### config.mk
export PLATFORM = sky130hd
export DESIGN_NAME = proc_ctrl_fsm_flat
export DESIGN_NICKNAME = d
export VERILOG_FILES = /design/src/rtl/proc_ctrl_fsm_if.sv /design/src/rtl/proc_ctrl_fsm.sv /design/src/flat_wrapper.sv
export SDC_FILE = /design/constraint.sdc
export NUM_CORES = 1
export LEC_CHECK = 0
export CAP_MARGIN = 25
export CORE_ASPECT_RATIO = 1.75
export CORE_MARGIN = 2
export CORE_UTILIZATION = 30
export DETAILED_ROUTE_END_ITERATION = 12
export GPL_ROUTABILITY_DRIVEN = 1
export PLACE_DENSITY = 0.65
export SETUP_SLACK_MARGIN = 0.5
export SLEW_MARGIN = 20
export SYNTH_ARGS = -nofsm -noshare
export SYNTH_HDL_FRONTEND = slang
export SYNTH_SLANG_ARGS = --single-unit
### constraint.sdc
create_clock -name clk -period 3.93 [get_ports clk]
set_clock_uncertainty 0.15 [all_clocks]
set_input_delay 0.393 -clock clk [delete_from_list [all_inputs] [get_ports clk]]
set_output_delay 0.393 -clock clk [all_outputs]
set_load 0.02 [all_outputs]
### src/rtl/proc_ctrl_fsm_if.sv
// Control/datapath bundle between the instruction source and the 3-bit processor sequencer.
// The master drives run/din; the slave (sequencer) drives every datapath enable.
interface proc_ctrl_fsm_if;
  logic       run;
  logic [8:0] din;
  logic [7:0] r_in;
  logic [3:0] bus_sel;
  logic       a_in;
  logic       g_in;
  logic       addsub;
  logic       xor_enable;
  logic       done;
  logic       busy;

  modport master (
    output run, din,
    input  r_in, bus_sel, a_in, g_in, addsub, xor_enable, done, busy
  );

  modport slave (
    input  run, din,
    output r_in, bus_sel, a_in, g_in, addsub, xor_enable, done, busy
  );
endinterface

### src/rtl/proc_ctrl_fsm.sv
// Multi-cycle sequencer: latches an instruction in T0 and walks T1..T3 driving datapath enables.
// Latency run->done: 2 cycles (mv/mvi/illegal), 4 cycles (sub/xor); run is ignored while busy.
module proc_ctrl_fsm (
  input  logic             clk,
  input  logic             resetn,
  proc_ctrl_fsm_if.slave   ctl
);
  localparam int NREG = 8;
  localparam int IW   = 9;

  localparam logic [2:0] OP_MV  = 3'b000;
  localparam logic [2:0] OP_MVI = 3'b001;
  localparam logic [2:0] OP_SUB = 3'b010;
  localparam logic [2:0] OP_XOR = 3'b100;

  localparam logic [3:0] SEL_G    = 4'd8;
  localparam logic [3:0] SEL_DIN  = 4'd9;
  localparam logic [3:0] SEL_NONE = 4'd10;

  typedef enum logic [1:0] {
    T0 = 2'd0,
    T1 = 2'd1,
    T2 = 2'd2,
    T3 = 2'd3
  } state_t;

  state_t          state;
  state_t          state_nxt;
  logic [IW-1:0]   ir;
  logic [2:0]      op;
  logic [2:0]      rx;
  logic [2:0]      ry;
  logic [NREG-1:0] rx_hot;

  logic [NREG-1:0] r_in;
  logic [3:0]      bus_sel;
  logic            a_in;
  logic            g_in;
  logic            addsub;
  logic            xor_enable;
  logic            done;
  logic            busy;

  assign op     = ir[8:6];
  assign rx     = ir[5:3];
  assign ry     = ir[2:0];
  assign rx_hot = NREG'(1) << rx;

  // IR only loads on the fetch edge, so din/run activity while busy cannot corrupt it.
  always_ff @(posedge clk or negedge resetn) begin
    if (!resetn) begin
      state <= T0;
      ir    <= '0;
    end else begin
      state <= state_nxt;
      if (state == T0 && ctl.run) begin
        ir <= ctl.din;
      end
    end
  end

  always_comb begin
    state_nxt  = state;
    r_in       = '0;
    bus_sel    = SEL_NONE;
    a_in       = 1'b0;
    g_in       = 1'b0;
    addsub     = 1'b0;
    xor_enable = 1'b0;
    done       = 1'b0;
    busy       = (state != T0);

    case (state)
      T0: begin
        if (ctl.run) begin
          state_nxt = T1;
        end
      end
      T1: begin
        case (op)
          OP_MV: begin
            bus_sel   = {1'b0, ry};
            r_in      = rx_hot;
            done      = 1'b1;
            state_nxt = T0;
          end
          OP_MVI: begin
            bus_sel   = SEL_DIN;
            r_in      = rx_hot;
            done      = 1'b1;
            state_nxt = T0;
          end
          OP_SUB, OP_XOR: begin
            bus_sel   = {1'b0, rx};
            a_in      = 1'b1;
            state_nxt = T2;
          end
          default: begin
            // Illegal opcode retires as a NOP: no enables, just the completion pulse.
            done      = 1'b1;
            state_nxt = T0;
          end
        endcase
      end
      T2: begin
        bus_sel    = {1'b0, ry};
        g_in       = 1'b1;
        addsub     = (op == OP_SUB);
        xor_enable = (op == OP_XOR);
        state_nxt  = T3;
      end
      T3: begin
        bus_sel   = SEL_G;
        r_in      = rx_hot;
        done      = 1'b1;
        state_nxt = T0;
      end
      default: begin
        state_nxt = T0;
      end
    endcase
  end

  assign ctl.r_in       = r_in;
  assign ctl.bus_sel    = bus_sel;
  assign ctl.a_in       = a_in;
  assign ctl.g_in       = g_in;
  assign ctl.addsub     = addsub;
  assign ctl.xor_enable = xor_enable;
  assign ctl.done       = done;
  assign ctl.busy       = busy;
endmodule

### src/flat_wrapper.sv
// flat-port wrapper written by rule: the top's interface ports become plain ports
module proc_ctrl_fsm_flat 
  (clk, resetn, ctl_run, ctl_din, ctl_r_in, ctl_bus_sel, ctl_a_in, ctl_g_in, ctl_addsub, ctl_xor_enable, ctl_done, ctl_busy);
  proc_ctrl_fsm_if ctl_i ();
  input  logic clk;
  input  logic resetn;
  input wire logic [$bits(ctl_i.run)-1:0] ctl_run;
  input wire logic [$bits(ctl_i.din)-1:0] ctl_din;
  output wire logic [$bits(ctl_i.r_in)-1:0] ctl_r_in;
  output wire logic [$bits(ctl_i.bus_sel)-1:0] ctl_bus_sel;
  output wire logic [$bits(ctl_i.a_in)-1:0] ctl_a_in;
  output wire logic [$bits(ctl_i.g_in)-1:0] ctl_g_in;
  output wire logic [$bits(ctl_i.addsub)-1:0] ctl_addsub;
  output wire logic [$bits(ctl_i.xor_enable)-1:0] ctl_xor_enable;
  output wire logic [$bits(ctl_i.done)-1:0] ctl_done;
  output wire logic [$bits(ctl_i.busy)-1:0] ctl_busy;
  assign ctl_i.run = ctl_run;
  assign ctl_i.din = ctl_din;
  assign ctl_r_in = ctl_i.r_in;
  assign ctl_bus_sel = ctl_i.bus_sel;
  assign ctl_a_in = ctl_i.a_in;
  assign ctl_g_in = ctl_i.g_in;
  assign ctl_addsub = ctl_i.addsub;
  assign ctl_xor_enable = ctl_i.xor_enable;
  assign ctl_done = ctl_i.done;
  assign ctl_busy = ctl_i.busy;
  proc_ctrl_fsm u_core (.clk(clk), .resetn(resetn), .ctl(ctl_i));
endmodule
==> results.yml <==
worst_hold_path:
  hp-class: "primary input to async pin"
clock_network:
  numCtsBuffers: 3
  cts-root-buf: "clkbuf_8"
  tritoncts: "built"
  cts_buffer_depth: 2
  clkTransAtPathRegs_ns: 0.05
  clock-sinks: 11
  worstSkewPairLatency_ns: 0.24
  h-tree-depth: 1
  cts_resized: 0
  cts_hold_buffers: 0
  postCtsSetupBuffers: 0
finish:
  area_growth_pct: 48.8
  fill_cells: 224
  fin_area_um2: 1030
  drive_gt1_frac: 0.152
  nets: 112
  n_antenna_cell: 0
  instances_no_fill: 124
  final_core_util: 0.457
yosys:
  synth_warnings: 0
  syn_inst: 71
  synthArstFlopShare: 1.00
  syn_area_um2: 689
  netlist_top_cells_area: "dfrtp_1, mux2_2, nor2_1"
  synth-seq-cells: 11
  synthFlopType: "dfrtp_1"
  synth_fp_nets: 83
  synth_top_area_cell: "dfrtp_1"
  avgSynthCellArea_um2: 9.71
  synth_top_area_frac: 0.399
  yosysMostFrequentCell: "dfrtp_1"
  yosysSeqAreaShare: 0.399
  synth_edf_count: 0
  ys_types: 29
  ys_top_cells_by_count: "dfrtp_1, mux2_2, nor2_1, inv_1"
detailed_routing:
  drt-pass1-iter-count: 4
  drc: 0
  antenna_left: 0
  wl_um: 1550
  vias: 631
  avgRoutedWirePerCell_um: 12.5
  drtIter0Drc: 5
  vias_per_cell: 5.09
worst_setup_path:
  timing.rr.start: "u_core.state[0]$_DFFE_PN0P_"
  required_ns: 3.39
  critPathLaunchType: "register"
  r2r_slack_ns: 2.36
  critPathCaptureType: "output port"
  worstPathArrival_ns: 1.98
  crit_type: "register to output port"
  cp_max_fo: 9
  timing.rr.end: "u_core.ir[5]$_DFFE_PN0P_"
  slowest_stage: "clkdlybuf4s50_1"
  r2r_cells: 3
  critPathMaxStageDelay_ns: 0.64
  path_cells: "xnor2_1, nor3_1, o32ai_1, clkdlybuf4s50_1"
floorplanning:
  initial_utilization: 0.307
  rows: 23
  die_y_um: 67.4
  die-area_um2: 2710
  die_x_um: 40.2
  io_pins: 30
  core_area_um2: 2240
global_routing:
  antenna_found_initial: 0
  grt_max_degree: 12
  grt_pass1_wl_um: 2650
  grtUsageTotal: 0.143
  grt-ovfl-total: 0
  grt_pass1_vias: 593
sta:
  worst_pin_slew_ns: 0.508
  finalHoldViolCount: 0
  min_period_ns: 2.52
  setup-tns-final_ns: 0
  min_period_over_period: 0.641
  setup_viol: 0
  slew_headroom: 0.660
  maxSlewViolCount: 0
  fmax_mhz: 397
  rsz0062_at_grt: "no"
pwr:
  power.density_nw_per_um2: 746
  p_leak_nw: 0.405
  irDropWorstVdd_uv: 337
place:
  place_inst: 120
  place.gp.congestion: 0.824
  numPortBuffers: 29
  place_hpwl_um: 1190
  placed_cell_area_um2: 981
run:
  drv_cap: 0
run_status:
  outcome: "finished, final reports clean"
==> registers in the layout (all words and copies together) (netlist names), named ones only <==
register	count
u_core.ir	9
u_core.state	1
==> cell families after synthesis <==
| kind of cell | count (synthesis) | synth area share |
|---|---|---|
| buf+inv | 9 | 0.0653 |
| mux | 9 | 0.147 |
| simple gates | 28 | 0.240 |
| xor+xnor | 2 | 0.0254 |
| flops | 11 | 0.399 |
| compound gates | 12 | 0.123 |
==> worst max-delay path by stage <==
stage | startpoint | end | cells after the start | slack (ns)
2_1_floorplan | u_core.state[0]$_DFFE_PN0P_ | ctl_xor_enable | 3 | 1.97
3_3_place_gp | u_core.ir[7]$_DFFE_PN0P_ | ctl_bus_sel[1] | 4 | 1.66
3_5_place_dp | u_core.ir[7]$_DFFE_PN0P_ | ctl_bus_sel[1] | 4 | 1.67
4_1_cts | u_core.ir[7]$_DFFE_PN0P_ | ctl_bus_sel[1] | 4 | 1.40
5_1_grt | u_core.ir[8]$_DFFE_PN0P_ | ctl_r_in[0] | 4 | 1.24
6_report | u_core.ir[7]$_DFFE_PN0P_ | ctl_bus_sel[1] | 4 | 1.41
==> worst max-delay path, delay by kind of cell, from the launching register on <==
family                 cells  cell delay, ns
buffers and inverters      1            0.64
XOR/XNOR                   1            0.27
AO/OA/AOI/OAI              1            0.27
AND/OR/NAND/NOR            1            0.08
flip-flops                 1            0.48
==> where the power goes <==
| group | internal (mW) | switching [mW] | leakage (nW) |
|---|---|---|---|
| registers | 0.167 | 0.0934 | 0.131 |
| clock network | 0.0712 | 0.0419 | 0.0228 |
| logic | 0.210 | 0.181 | 0.251 |
| total | 0.449 | 0.316 | 0.405 |
==> cells in the final DEF, fill, tap and decap left out, drive strengths merged <==
cell type,instances
nand3,1
clkbuf,4
nor3,3
o21ai,2
nand2b,3
nor4b,2
o31a,1
and2,1
a21boi,1
dfrtp,11
o32ai,1
nor2b,3
a21oi,2
xnor2,1
or2,2
inv,4
a211o,1
nor2,10
xor2,1
a32o,1
nand2,2
nor3b,1
clkdlybuf4s50,29
mux2,9
o211ai,2
a31oi,1
==> through the flow <==
step	power, mW	hold slack (ns)	setup WS, ns
4_1_cts	0.770	0.363	1.40
6_report	0.765	0.344	1.41
2_1_floorplan	0.518	-0.0526	1.97
3_5_place_dp	0.654	0.374	1.67
3_3_place_gp	0.647	0.368	1.66
5_1_grt	0.823	0.391	1.24
==> per-layer routing <==
layer / GRT usage / routed length [µm]
met5: 0 / 0
met4: 0.0875 / 44
met3: 0.0296 / 103
met2: 0.216 / 763
met1: 0.179 / 636
==> area by class of cell <==
type,count,area (µm²),area share
multi-input cells,51,369,0.360
repair buffers,29,290,0.283
flip-flops and latches,11,275,0.268
clock buffers,4,45.0,0.0439
well taps,25,31.3,0.0305
inverters,4,15.0,0.0146
(Power assumes the default switching activity.)
